**src/rtl/vga_timing_pkg.sv**
```systemverilog
// Shared VGA 640x480@60 Hz timing constants and RGB565 colour definitions
// for the timing generator and the pixel/picture generators.
package vga_timing_pkg;

    localparam int CNT_W = 10;

    localparam int H_SYNC  = 96;
    localparam int H_BACK  = 48;
    localparam int H_VALID = 640;
    localparam int H_FRONT = 16;

    localparam int V_SYNC  = 2;
    localparam int V_BACK  = 33;
    localparam int V_VALID = 480;
    localparam int V_FRONT = 10;

    localparam logic SYNC_POL = 1'b0;

    localparam int H_TOTAL = H_SYNC + H_BACK + H_VALID + H_FRONT;
    localparam int V_TOTAL = V_SYNC + V_BACK + V_VALID + V_FRONT;
    localparam int H_ACT0  = H_SYNC + H_BACK;
    localparam int V_ACT0  = V_SYNC + V_BACK;

    typedef logic [CNT_W-1:0] coord_t;
    typedef logic [15:0]      rgb565_t;

    // Coordinate value meaning "no pixel requested this cycle".
    localparam coord_t PIX_NONE = '1;

    localparam rgb565_t RGB_BLACK   = 16'h0000;
    localparam rgb565_t RGB_WHITE   = 16'hFFFF;
    localparam rgb565_t RGB_RED     = 16'hF800;
    localparam rgb565_t RGB_GREEN   = 16'h07E0;
    localparam rgb565_t RGB_BLUE    = 16'h001F;
    localparam rgb565_t RGB_YELLOW  = 16'hFFE0;
    localparam rgb565_t RGB_CYAN    = 16'h07FF;
    localparam rgb565_t RGB_MAGENTA = 16'hF81F;

    function automatic rgb565_t rgb565(input logic [4:0] r, input logic [5:0] g,
                                       input logic [4:0] b);
        return {r, g, b};
    endfunction

endpackage

```
**src/rtl/vga_axis_cnt.sv**
```systemverilog
// One scan axis: a 10-bit counter running 0..MAX when enabled, with a wrap
// strobe on the enabled cycle that returns it to zero.
module vga_axis_cnt
    import vga_timing_pkg::*;
#(
    parameter int MAX = H_TOTAL - 1
) (
    input  logic             vga_clk,
    input  logic             sys_rst,
    input  logic             en,
    output logic [CNT_W-1:0] cnt,
    output logic             wrap
);

    localparam logic [CNT_W-1:0] CNT_MAX = CNT_W'(MAX);

    assign wrap = en && (cnt == CNT_MAX);

    // NOTE: reset is sampled on the clock edge, and state uses <= so every
    // counter in the design updates from pre-edge values.
    always_ff @(posedge vga_clk) begin
        if (sys_rst) begin
            cnt <= '0;
        end else if (wrap) begin
            cnt <= '0;
        end else if (en) begin
            cnt <= cnt + 1'b1;
        end
    end

endmodule

```
**src/rtl/vga_ctrl.sv**
```systemverilog
// VGA timing generator: scans h/v counters, drives sync and RGB565, and
// requests pixels from the generator one clock ahead of display.
module vga_ctrl #(
    parameter int   H_SYNC   = vga_timing_pkg::H_SYNC,
    parameter int   H_BACK   = vga_timing_pkg::H_BACK,
    parameter int   H_VALID  = vga_timing_pkg::H_VALID,
    parameter int   H_FRONT  = vga_timing_pkg::H_FRONT,
    parameter int   V_SYNC   = vga_timing_pkg::V_SYNC,
    parameter int   V_BACK   = vga_timing_pkg::V_BACK,
    parameter int   V_VALID  = vga_timing_pkg::V_VALID,
    parameter int   V_FRONT  = vga_timing_pkg::V_FRONT,
    parameter logic SYNC_POL = vga_timing_pkg::SYNC_POL
) (
    input  logic        vga_clk,
    input  logic        sys_rst,
    input  logic [15:0] pix_data,
    output logic [9:0]  pix_x,
    output logic [9:0]  pix_y,
    output logic        hsync,
    output logic        vsync,
    output logic [15:0] rgb,
    output logic        frame_start
);

    import vga_timing_pkg::coord_t;
    import vga_timing_pkg::PIX_NONE;
    import vga_timing_pkg::RGB_BLACK;

    localparam int H_TOTAL = H_SYNC + H_BACK + H_VALID + H_FRONT;
    localparam int V_TOTAL = V_SYNC + V_BACK + V_VALID + V_FRONT;
    localparam int H_ACT0  = H_SYNC + H_BACK;
    localparam int V_ACT0  = V_SYNC + V_BACK;

    localparam coord_t H_SYNC_END = coord_t'(H_SYNC);
    localparam coord_t V_SYNC_END = coord_t'(V_SYNC);
    localparam coord_t H_VIS_LO   = coord_t'(H_ACT0);
    localparam coord_t H_VIS_HI   = coord_t'(H_ACT0 + H_VALID);
    localparam coord_t H_REQ_LO   = coord_t'(H_ACT0 - 1);
    localparam coord_t H_REQ_HI   = coord_t'(H_ACT0 + H_VALID - 1);
    localparam coord_t V_VIS_LO   = coord_t'(V_ACT0);
    localparam coord_t V_VIS_HI   = coord_t'(V_ACT0 + V_VALID);

    coord_t h_cnt;
    coord_t v_cnt;
    logic   h_wrap;
    logic   v_wrap;
    logic   v_vis;
    logic   pix_req;
    logic   rgb_valid;

    vga_axis_cnt #(
        .MAX(H_TOTAL - 1)
    ) u_h_cnt (
        .vga_clk(vga_clk),
        .sys_rst(sys_rst),
        .en     (1'b1),
        .cnt    (h_cnt),
        .wrap   (h_wrap)
    );

    // The vertical axis only advances, and only wraps, on the line wrap.
    vga_axis_cnt #(
        .MAX(V_TOTAL - 1)
    ) u_v_cnt (
        .vga_clk(vga_clk),
        .sys_rst(sys_rst),
        .en     (h_wrap),
        .cnt    (v_cnt),
        .wrap   (v_wrap)
    );

    assign hsync = (h_cnt < H_SYNC_END) ? SYNC_POL : ~SYNC_POL;
    assign vsync = (v_cnt < V_SYNC_END) ? SYNC_POL : ~SYNC_POL;

    assign v_vis     = (v_cnt >= V_VIS_LO) && (v_cnt < V_VIS_HI);
    assign rgb_valid = v_vis && (h_cnt >= H_VIS_LO) && (h_cnt < H_VIS_HI);
    assign pix_req   = v_vis && (h_cnt >= H_REQ_LO) && (h_cnt < H_REQ_HI);

    assign pix_x = pix_req ? (h_cnt - H_REQ_LO) : PIX_NONE;
    assign pix_y = pix_req ? (v_cnt - V_VIS_LO) : PIX_NONE;

    // The generator's registered colour arrives exactly one clock after its
    // request, so the data path to the pins stays combinational.
    assign rgb = rgb_valid ? pix_data : RGB_BLACK;

    always_ff @(posedge vga_clk) begin
        if (sys_rst) begin
            frame_start <= 1'b0;
        end else begin
            frame_start <= v_wrap;
        end
    end

endmodule
```
**config.mk**
```make
export PLATFORM = sky130hd
export DESIGN_NAME = vga_ctrl
export DESIGN_NICKNAME = d
export VERILOG_FILES = /design/src/rtl/vga_timing_pkg.sv /design/src/rtl/vga_axis_cnt.sv /design/src/rtl/vga_ctrl.sv
export SDC_FILE = /design/constraint.sdc
export NUM_CORES = 1
export LEC_CHECK = 0
export CORE_MARGIN = 2
export CORE_UTILIZATION = 50
export CTS_CLUSTER_DIAMETER = 100
export DETAILED_ROUTE_END_ITERATION = 10
export GPL_TIMING_DRIVEN = 0
export PLACE_DENSITY = 0.85
export SLEW_MARGIN = 15
export SYNTH_ARGS = -nofsm -noshare
export SYNTH_HDL_FRONTEND = slang
export SYNTH_HIERARCHICAL = 1
export SYNTH_SLANG_ARGS = --single-unit
```
**constraint.sdc**
```tcl
create_clock -name vga_clk -period 7 [get_ports vga_clk]
set_clock_uncertainty 0.2 [all_clocks]
set_input_delay 1.75 -clock vga_clk [delete_from_list [all_inputs] [get_ports vga_clk]]
set_output_delay 1.75 -clock vga_clk [all_outputs]
set_load 0.05 [all_outputs]
```
==> summary.txt <==
Final layout
  – Fin cells: 319
  – Commonest cells after routing, fill and taps aside: 56 x clkdlybuf4s50_1, 21 x dfxtp_1, 20 x nand3_1
  – Most common cell after layout, fill and taps aside: clkdlybuf4s50_1
  – Layout cells sized above 1: 0.0952
  – FILL cells: 300
  – Final nets: a little under 300
  – Area growth from synthesis to layout: 37.7%
  – Ant diodes: 0
  – Fin util: 0.715

Die
  – Die X-Extent: 62.6 um
  – Initial Utilization: 0.519
  – Die Y: roughly 63 um
  – CORE AREA: ~3300 um2
  – Num ports: 57
  – Std cell rows: 21
  – Die area: 3920 um2

Critical path
  – Cell mode on critical path: clkdlybuf4s50_1
  – CP Launch Type: primary input
  – Crit Path Class: in2out
  – Arrival time at the worst endpoint: between 3 and 4 ns
  – Max incr delay on CP: 0.80 ns
  – Crit path max-delay cell type: clkdlybuf4s50_1
  – Crit-path cells: clkdlybuf4s50_1 -> and2_1 -> clkdlybuf4s50_1
  – Worst Setup End Kind: output port
  – CP required: 5.05 ns
  – Worst-path maximum fanout: 1

Place
  – Dpl ws: 1.91 ns
  – GP Congestion: roughly 0.88
  – Port bufs: 56
  – Placed insts: roughly 320
  – DP HPWL: 3.41 mm

Detailed routing
  – Routed wire length per instance: 14.2 um
  – Via count: 1751
  – DRT Wirelength: 4.52 mm
  – DRT iter0 DRCs: 68
  – Vias per Instance: 5.49
  – DRC: 0
  – Router iterations before antenna repair: 4
  – Antenna Violating Nets Remaining: 0

Power and ir drop
  – Power, Total: 205 uW
  – Leakage power: 0.885 nW
  – Pwr Density: 86.7 nW/um2
  – IR drop worst, VDD: 0.0000903 V

Synth
  – Fraction of the mapped netlist area in adder cells: 0.0437
  – Largest cells by area after synthesis: dfxtp_1 24%, and2_1 6.6%, nand3_1 5.8%
  – Mapped Avg Cell Area: 8.07 um2
  – Syn Nets: approximately 240
  – Post-synthesis simple-gate area fraction: 0.384
  – Cell variety after synth: 50
  – Gate count of the mapped netlist: 213
  – Xor-xnor portion of the synthesized cell area: 0.102
  – Sequential share of the synthesized area: 0.245
  – Largest family of logic cells by synthesized area: simple AND/OR/NAND/NOR gates
  – Mux contribution to synthesized area: 0.0182
  – Leading area contributor after synthesis: dfxtp_1
  – Ys Warns: 6
  – Post-synthesis register bit count: 21
  – Synthesized area: 1720 um2
  – Synth Area in Compound Gates: 0.164
  – Top cell type's share of synthesized area: 0.245

Clock tree
  – Clk buf depth: 2
  – Worst-skew pair later-pin latency: 0.31 ns
  – Root buf cell: clkbuf_4
  – CTS clk-pin slew, worst paths: 0.12 ns
  – Clock Sinks: 21
  – CTS Buf Count: 3
  – CTS resizes: 0
  – CTS tree: yes
  – Buffer count from post-CTS setup fixing: 0
  – H-tree levels: 1
  – Post-CTS Hold Buffers: 0

Timing
  – Worst-Margin Slew: 0.514 ns
  – Slew margin rel.: 0.656
  – Final setup fails: 0
  – Final TNS setup: 0 ns
  – Unrepaired setup endpoints after global routing: false
  – Post-route clock period utilization: 0.728
  – Final min period: 5.10 ns
  – Fin. max-slew vios: 0
  – Worst Setup Slack, final: 1.90 ns
  – Final hold violation count: 0
  – Max Freq: 0.196 GHz

Global route
  – Gr usage total: 0.235
  – Total global routing overflow: 0
  – Initial antenna violation count: 0
  – First-pass GRT wire length: 7.67 mm
  – Largest net degree at the start of global routing: 14
  – Vias in the first global route: 1682

Run status
  – Run status: finished clean

Hold path
  – Hold Crit Class: reg2reg

Job
  – Max-Cap Viols: 0
registers in the layout, indices dropped and copies added, names as in the netlist:
register and flops:
u_v_cnt/cnt 10, u_h_cnt/cnt 10, frame_start 1
Yosys cell counts, drive strengths merged:
cell type / n
nand3b: 2
o41ai: 1
nand2b: 1
ha: 6
o31ai: 7
or4: 5
nor3: 4
and3: 3
nand4: 12
a221oi: 1
nand3: 21
conb: 1
or4b: 1
nor4b: 1
nor2b: 3
o311ai: 1
nand2: 15
a31o: 1
a21o: 3
dfxtp: 21
or3b: 1
xnor2: 11
and2: 18
or3: 4
nor2: 18
a21oi: 12
nand4b: 1
a22oi: 1
a2111o: 1
a41o: 1
clkbuf: 1
nor4: 2
xor2: 9
and4: 1
a21boi: 1
mux2: 1
o21a: 1
inv: 6
mux2i: 2
buf: 6
o21ai: 5
power by group:
group,switching [mW],total [mW],internal [mW]
clock,0.0410,0.0628,0.0218
combinational,0.00651,0.0187,0.0122
sequential,0.00287,0.124,0.121
total,0.0504,0.205,0.155
area by class of cell:
type | instances | area, um2 | share of cell area
clock inverter | 1 | 7.51 | 0.00317
clock buffer | 3 | 22.5 | 0.00951
tap | 46 | 57.6 | 0.0243
buffer | 7 | 48.8 | 0.0206
sequential | 21 | 420 | 0.178
inverter | 6 | 22.5 | 0.00951
multi-input combinational | 179 | 1230 | 0.519
timing repair buffer | 56 | 561 | 0.237
path summary, 6_finish.rpt:
| kind | from | to | slack (ns) | cells past startpoint |
|---|---|---|---|---|
| setup reg to reg | u_h_cnt/cnt[5] | u_v_cnt/cnt[8] | 4.55 | 7 |
| setup / recovery | pix_data[9] | rgb[9] | 1.90 | 3 |
| hold reg to reg | u_v_cnt/cnt[9] | u_v_cnt/cnt[9] | 0.39 | 2 |
| hold / removal | u_v_cnt/cnt[9] | u_v_cnt/cnt[9] | 0.39 | 2 |
cells by family (layout without fill, tap and decap cells):
| family | after synthesis | count (layout) |
|---|---|---|
| buffers and inverters | 13 | 73 |
| AO/OA/AOI/OAI | 36 | 36 |
| flip-flops | 21 | 21 |
| AND/OR/NAND/NOR | 113 | 113 |
| adder cells (fa/ha/maj) | 6 | 6 |
| XOR/XNOR | 20 | 20 |
| other | 1 | 1 |
| multiplexers | 3 | 3 |
layer usage:
metal / up-vias / GRT usage / share of wire
met1: 819 / 0.275 / 0.43
met5: - / 0 / 0
met3: 6 / 0.0198 / 0.028
met2: 36 / 0.452 / 0.53
li1: 890 / - / -
met4: 0 / 0.0694 / 0.011
critical path: cells and delay by family:
| family | cells | cell delay, ns |
|---|---|---|
| AND/OR/NAND/NOR | 1 | 0.12 |
| buffers and inverters | 2 | 1.27 |
through the flow:
| stage | area, um2 | hold WS, ns |
|---|---|---|
| 2_1_floorplan | 1720 | 0.309 |
| 5_1_grt | 2370 | 0.419 |
| 4_1_cts | 2370 | 0.386 |
| 3_5_place_dp | 2340 | 0.368 |
| 3_3_place_gp | 2340 | 0.364 |
| 6_report | 2370 | 0.387 |
(Power assumes the default switching activity.)
